<file path="src/rtl/regfile_pkg.sv">
// Shared definitions for the register bank: default geometry, address-width
// helper and port-slice index helper used by the bank, its interface and its
// read ports.
package regfile_pkg;

  localparam int unsigned DEF_WIDTH  = 32;
  localparam int unsigned DEF_DEPTH  = 32;
  localparam int unsigned DEF_NREAD  = 2;
  localparam int unsigned DEF_NWRITE = 1;

  // Address bits needed for a given depth (minimum 1 bit).
  function automatic int unsigned addr_bits(input int unsigned depth);
    return (depth > 1) ? $clog2(depth) : 1;
  endfunction

  // Low bit of port <port> inside a flattened bus of <w>-bit slices.
  function automatic int unsigned slice_lo(input int unsigned port, input int unsigned w);
    return port * w;
  endfunction

endpackage

</file>
<file path="src/rtl/regfile_bank_if.sv">
// Port bundle between decode/writeback (master) and the register bank (slave).
//   we/waddr/wdata : NWRITE write ports, flattened, port k in slice k
//   re/raddr       : NREAD read requests, flattened, port j in slice j
//   rdata/rvalid   : registered read results, port j in slice j
interface regfile_bank_if
  import regfile_pkg::*;
#(
  parameter int unsigned WIDTH  = DEF_WIDTH,
  parameter int unsigned DEPTH  = DEF_DEPTH,
  parameter int unsigned NREAD  = DEF_NREAD,
  parameter int unsigned NWRITE = DEF_NWRITE
);
  localparam int unsigned AW = addr_bits(DEPTH);

  logic [NWRITE-1:0]       we;
  logic [NWRITE*AW-1:0]    waddr;
  logic [NWRITE*WIDTH-1:0] wdata;
  logic [NREAD-1:0]        re;
  logic [NREAD*AW-1:0]     raddr;
  logic [NREAD*WIDTH-1:0]  rdata;
  logic [NREAD-1:0]        rvalid;

  modport master (output we, waddr, wdata, re, raddr, input rdata, rvalid);
  modport slave  (input we, waddr, wdata, re, raddr, output rdata, rvalid);

endinterface

</file>
<file path="src/rtl/regfile_rdport.sv">
// One registered read port of the register bank.
//   clk, clr        : clock, synchronous active-high clear
//   re, raddr       : read request for this port
//   mem             : current storage contents
//   we/waddr/wdata  : this cycle's write ports, used for bypass
//   rdata, rvalid   : registered result; rdata holds while re is low
module regfile_rdport #(
  parameter int unsigned WIDTH    = 32,
  parameter int unsigned DEPTH    = 32,
  parameter int unsigned AW       = 5,
  parameter int unsigned NWRITE   = 1,
  parameter int unsigned ZERO_REG = 1,
  parameter int unsigned BYPASS   = 1
) (
  input  logic                    clk,
  input  logic                    clr,
  input  logic                    re,
  input  logic [AW-1:0]           raddr,
  input  logic [WIDTH-1:0]        mem [DEPTH],
  input  logic [NWRITE-1:0]       we,
  input  logic [NWRITE*AW-1:0]    waddr,
  input  logic [NWRITE*WIDTH-1:0] wdata,
  output logic [WIDTH-1:0]        rdata,
  output logic                    rvalid
);
  logic [WIDTH-1:0] rdata_q, rdata_d, sel;
  logic             rvalid_q, rvalid_d;

  always_comb begin
    sel = mem[raddr];
    // Ascending scan lets the highest-numbered matching write port win,
    // which matches the storage collision rule.
    if (BYPASS != 0) begin
      for (int unsigned k = 0; k < NWRITE; k++) begin
        if (we[k] && (waddr[k*AW +: AW] == raddr)) sel = wdata[k*WIDTH +: WIDTH];
      end
    end
    if ((ZERO_REG != 0) && (raddr == '0)) sel = '0;
    rdata_d  = re ? sel : rdata_q;
    rvalid_d = re;
  end

  always_ff @(posedge clk) begin
    if (clr) begin
      rdata_q  <= '0;
      rvalid_q <= 1'b0;
    end else begin
      rdata_q  <= rdata_d;
      rvalid_q <= rvalid_d;
    end
  end

  assign rdata  = rdata_q;
  assign rvalid = rvalid_q;

endmodule

</file>
<file path="src/rtl/regfile_bank.sv">
// Multi-ported register bank: DEPTH x WIDTH flop storage, NWRITE write ports
// (highest port wins on address collision), NREAD registered read ports with
// optional write-to-read bypass and optional hardwired-zero entry 0.
//   clk : clock
//   clr : synchronous active-high clear of storage and read ports
//   bus : regfile_bank_if slave modport carrying all read/write ports
module regfile_bank
  import regfile_pkg::*;
#(
  parameter int unsigned WIDTH    = DEF_WIDTH,
  parameter int unsigned DEPTH    = DEF_DEPTH,
  parameter int unsigned NREAD    = DEF_NREAD,
  parameter int unsigned NWRITE   = DEF_NWRITE,
  parameter int unsigned ZERO_REG = 1,
  parameter int unsigned BYPASS   = 1
) (
  input logic           clk,
  input logic           clr,
  regfile_bank_if.slave bus
);
  localparam int unsigned AW = addr_bits(DEPTH);

  logic [WIDTH-1:0] mem_q [DEPTH];
  logic [WIDTH-1:0] mem_d [DEPTH];
  logic [AW-1:0]    wa;
  logic [WIDTH-1:0] rd_data [NREAD];
  logic [NREAD-1:0] rd_valid;

  always_comb begin
    mem_d = mem_q;
    wa    = '0;
    // Later ports overwrite earlier ones, so port NWRITE-1 wins a collision.
    for (int unsigned k = 0; k < NWRITE; k++) begin
      wa = bus.waddr[slice_lo(k, AW) +: AW];
      if (bus.we[k] && !((ZERO_REG != 0) && (wa == '0))) begin
        mem_d[wa] = bus.wdata[slice_lo(k, WIDTH) +: WIDTH];
      end
    end
  end

  always_ff @(posedge clk) begin
    if (clr) mem_q <= '{default: '0};
    else     mem_q <= mem_d;
  end

  for (genvar j = 0; j < NREAD; j++) begin : g_rd
    regfile_rdport #(
      .WIDTH    (WIDTH),
      .DEPTH    (DEPTH),
      .AW       (AW),
      .NWRITE   (NWRITE),
      .ZERO_REG (ZERO_REG),
      .BYPASS   (BYPASS)
    ) u_rdport (
      .clk    (clk),
      .clr    (clr),
      .re     (bus.re[j]),
      .raddr  (bus.raddr[j*AW +: AW]),
      .mem    (mem_q),
      .we     (bus.we),
      .waddr  (bus.waddr),
      .wdata  (bus.wdata),
      .rdata  (rd_data[j]),
      .rvalid (rd_valid[j])
    );
  end

  always_comb begin
    bus.rdata = '0;
    for (int unsigned j = 0; j < NREAD; j++) begin
      bus.rdata[slice_lo(j, WIDTH) +: WIDTH] = rd_data[j];
    end
  end

  assign bus.rvalid = rd_valid;

endmodule
</file>
<file path="src/flat_wrapper.sv">
// flat-port wrapper written by rule: the top's interface ports become plain ports
module regfile_bank_flat import regfile_pkg::*;
#(
  parameter int unsigned WIDTH    = DEF_WIDTH,
  parameter int unsigned DEPTH    = DEF_DEPTH,
  parameter int unsigned NREAD    = DEF_NREAD,
  parameter int unsigned NWRITE   = DEF_NWRITE,
  parameter int unsigned ZERO_REG = 1,
  parameter int unsigned BYPASS   = 1
)
  (clk, clr, bus_we, bus_waddr, bus_wdata, bus_re, bus_raddr, bus_rdata, bus_rvalid);
  regfile_bank_if #(.WIDTH(WIDTH), .DEPTH(DEPTH), .NREAD(NREAD), .NWRITE(NWRITE)) bus_i ();
  input logic clk;
  input logic clr;
  input wire logic [$bits(bus_i.we)-1:0] bus_we;
  input wire logic [$bits(bus_i.waddr)-1:0] bus_waddr;
  input wire logic [$bits(bus_i.wdata)-1:0] bus_wdata;
  input wire logic [$bits(bus_i.re)-1:0] bus_re;
  input wire logic [$bits(bus_i.raddr)-1:0] bus_raddr;
  output wire logic [$bits(bus_i.rdata)-1:0] bus_rdata;
  output wire logic [$bits(bus_i.rvalid)-1:0] bus_rvalid;
  assign bus_i.we = bus_we;
  assign bus_i.waddr = bus_waddr;
  assign bus_i.wdata = bus_wdata;
  assign bus_i.re = bus_re;
  assign bus_i.raddr = bus_raddr;
  assign bus_rdata = bus_i.rdata;
  assign bus_rvalid = bus_i.rvalid;
  regfile_bank #(.WIDTH(WIDTH), .DEPTH(DEPTH), .NREAD(NREAD), .NWRITE(NWRITE), .ZERO_REG(ZERO_REG), .BYPASS(BYPASS)) u_core (.clk(clk), .clr(clr), .bus(bus_i));
endmodule
</file>
<file path="config.mk">
export PLATFORM = sky130hd
export DESIGN_NAME = regfile_bank_flat
export DESIGN_NICKNAME = d
export VERILOG_FILES = /design/src/rtl/regfile_pkg.sv /design/src/rtl/regfile_bank_if.sv /design/src/rtl/regfile_rdport.sv /design/src/rtl/regfile_bank.sv /design/src/flat_wrapper.sv
export SDC_FILE = /design/constraint.sdc
export NUM_CORES = 2
export LEC_CHECK = 0
export CAP_MARGIN = 20
export CORE_MARGIN = 3
export CORE_UTILIZATION = 35
export CTS_CLUSTER_SIZE = 20
export DETAILED_ROUTE_END_ITERATION = 6
export GPL_TIMING_DRIVEN = 0
export PLACE_DENSITY = 0.56
export RECOVER_POWER = 100
export SETUP_SLACK_MARGIN = 0.1
export SLEW_MARGIN = 20
export SYNTH_ARGS = -nofsm -noshare
export SYNTH_HDL_FRONTEND = slang
export SYNTH_SLANG_ARGS = --single-unit
</file>
<file path="constraint.sdc">
create_clock -name clk -period 3.15 [get_ports clk]
set_input_delay 0.7875 -clock clk [delete_from_list [all_inputs] [get_ports clk]]
set_output_delay 0.7875 -clock clk [all_outputs]
set_load 0.01 [all_outputs]
</file>
==> metrics.txt <==
outcome finished, violations left; failing checks DRC, setup timing; crit path max fanout 11; layout overhead on the synthesized area 15.4%; Final Skew 0.0314 ns; DP Worst Slack -1.56 ns; Most common cell on crit path buf_2; Lkg Pwr 20.8 nW; CTS Sinks 1,090; synth warn 0; Die Span Y 402 µm; RSZ-0062 raised after global routing yes; Tot GR Track Use 0.304; Die Area 162,000 µm²; Max Freq 294 MHz; TritonCTS clock tree built; ANT nets after route 0; vias after detailed routing 52,300; IO Pins 118; Critical Path Source Type primary input; Most used DFF post-synth dfxtp_1; total gr overflow 0; Synth top area share 0.397; Worst path slowest cell a221oi_1; Cell Area, Synth 55,000 µm²; Crit path max-delay family compound AO/OA/AOI/OAI gates; cts bufs inserted 130; Final Core Density 0.409; fin crit period 3.40 ns; hold buffers post-CTS 0; clock-pin slew on the worst setup and hold paths 0.06 ns; first-pass detailed-route iteration total 7; Pins Over Slew Limit 0; 1st-iter DRT viols 7,038; period utilization 1.08; final setup fails 213; maximum VDD drop 0.476 mV; xor/xnor share of the synthesized area 0.00159; WHS 0.465 ns; critical path's largest stage delay 0.89 ns; nets 6,740; FF+latch count, synth 1,090; Core ar. 155,000 µm²; power density over the cells 515 nW/µm²; pin slew with the least headroom to its limit 1.42 ns; row cnt 144; initial antenna violation count 22; DRC viols 12; Worst slew margin 0.0544; filler instances 15,400; Avg Inst Size Synth 8.55 µm²; multi-input logic area 30,600 µm²; syn_nets 6,488; mux contribution to synthesized area 0.204; number of synthesized flops with an enable pin 0; cell count after synthesis 6,436; HP Class reg -> reg; sequential share of the synthesized area 0.397; Avg WL per Cell 28.8 µm; max-cap viol count 0; Vias/cell 5.92; unique cell type count in the Yosys netlist 38; GPL Wtd Cong 1.02; Async SR Flop Fraction 0; Root Driver clkbuf_16; Critical Path End Type flop; Synth Area in Compound Gates 0.183; DPL Wire Length 205,000 µm; worst path bufs/invs 3; global-route wire length before repair 354,000 µm; CP Class in -> reg; combinational family with the most area after synthesis multiplexers; Critical Path, Cell by Cell buf_2, and2_1, buf_2, clkdlybuf4s15_1, a221oi_1, a22oi_1, a21oi_2, a2111o_1; Buffers on Ports 111; share of layout cells above drive strength 1 0.139; Adder-Cell Fraction of Synth Area 0; WL final 255,000 µm; simple-gate area share of the yosys netlist 0.162; CTS H-tree depth 4; Max clock buf depth 3; vias in the first global route 49,300; clk_lat worst skew 0.80 ns; top cell types by occurrence after synthesis 2,208 x nand2_1, 1,120 x a21oi_1, 1,090 x dfxtp_1, 485 x clkbuf_1, 384 x mux4_2; chip width 402 µm; PnR worst setup slack -0.246 ns; main area contributors after synthesis dfxtp_1 40%, mux4_2 16%, nand2_1 15%; Synth area leader dfxtp_1; top-count cell post-synth nand2_1; largest net degree at the start of global routing 17; CP required 3.86 ns; Final Hold Fails 0; initial core utilization 0.355; register area 21,800 µm²; Worst Path Arrival 4.11 ns
==> where the power goes <==
part	internal, mW	switching, mW
Combinational	0.779	2.27
Sequential	13.9	0.112
Clock	9.12	6.50
Total	23.8	8.89
==> layer usage <==
metal	up-vias	track usage	part of all wire
met5	-	0	0.000082
met4	4	0.142	0.052
met1	25700	0.403	0.40
li1	23100	-	-
met3	490	0.0790	0.11
met2	2998	0.461	0.43
==> cells by family after synthesis <==
family	after synthesis
xor gates and xnor gates	10
muxes	642
buffers and inverters	682
and+or+nand+nor	2308
AOI/OAI and AO/OA	1704
DFF	1090
==> placed cells by master, fill, tap and decap left out, types with 6 or more instances in the layout <==
cell	instances
nand2_1	2206
buf_1	17
a21oi_2	21
xor2_1	8
a21oi_1	1099
clkbuf_8	31
o21ai_0	192
mux4_2	384
clkbuf_2	107
o21ai_1	64
buf_4	35
clkdlybuf4s50_1	50
buf_2	68
dfxtp_1	1090
mux2i_1	258
a2111o_1	62
clkbuf_16	132
bufinv_16	8
inv_6	7
a22oi_1	64
clkinv_2	18
buf_6	13
nor3_2	6
nor2b_1	37
nor2_1	10
inv_1	33
a221oi_1	124
nor2_2	7
o211ai_2	60
clkbuf_1	436
dlygate4sd3_1	58
==> per-stage QoR <==
step / setup TNS [ns] / cells / cell area (µm²) / total power, mW
4_1_cts: 0 / 8833 / 63300 / 32.6
3_3_place_gp: -958.07 / 8591 / 58700 / 17.2
5_1_grt: -2.80 / 8834 / 63500 / 33.4
6_report: -9.27 / 8839 / 63500 / 32.7
3_5_place_dp: -942.11 / 8595 / 58700 / 17.2
2_1_floorplan: 0 / 6436 / 55000 / 15.8
==> layout make-up <==
| class | instances | share of cell area |
|---|---|---|
| clock inverter | 43 | 0.00804 |
| timing repair buffer | 120 | 0.0182 |
| tap | 2044 | 0.0403 |
| antenna | 5 | 0.000197 |
| multi-input combinational | 4664 | 0.481 |
| sequential | 1090 | 0.344 |
| clock buffer | 191 | 0.0604 |
| inverter | 36 | 0.00213 |
| buffer | 646 | 0.0457 |
==> state kept, by name, summed over array words and instances, names as in the netlist <==
register,flops
u_core.mem_q,1024
u_core.g_rd.u_rdport.rdata,64
u_core.g_rd.u_rdport.rvalid,2
==> worst reg2reg max path, delay by kind of cell (launching register included) <==
kind	cells	cell delay (ns)
mux	1	0.09
compound gates	4	1.72
flops	1	0.35
==> worst paths after layout <==
check	from	end	slack [ns]	cells after the start
worst max register to register	u_core.mem_q[917]$_SDFFE_PP0P_	u_core.g_rd[0].u_rdport.rdata[21]$_SDFFE_PP0P_	0.94	5
worst max-delay path	bus_raddr[6]	u_core.g_rd[1].u_rdport.rdata[25]$_SDFFE_PP0P_	-0.25	8
worst min register to register	u_core.mem_q[627]$_SDFFE_PP0P_	u_core.mem_q[627]$_SDFFE_PP0P_	0.47	2
worst min-delay path	u_core.mem_q[627]$_SDFFE_PP0P_	u_core.mem_q[627]$_SDFFE_PP0P_	0.47	2
==> repair_timing <==
item	4_1_cts	5_1_grt
cloned	0	0
buffers inserted	4	1
endpoints found under the setup margin	946	642
gates resized for setup	67	144
pin swaps	2	2
(Power assumes the default switching activity.)
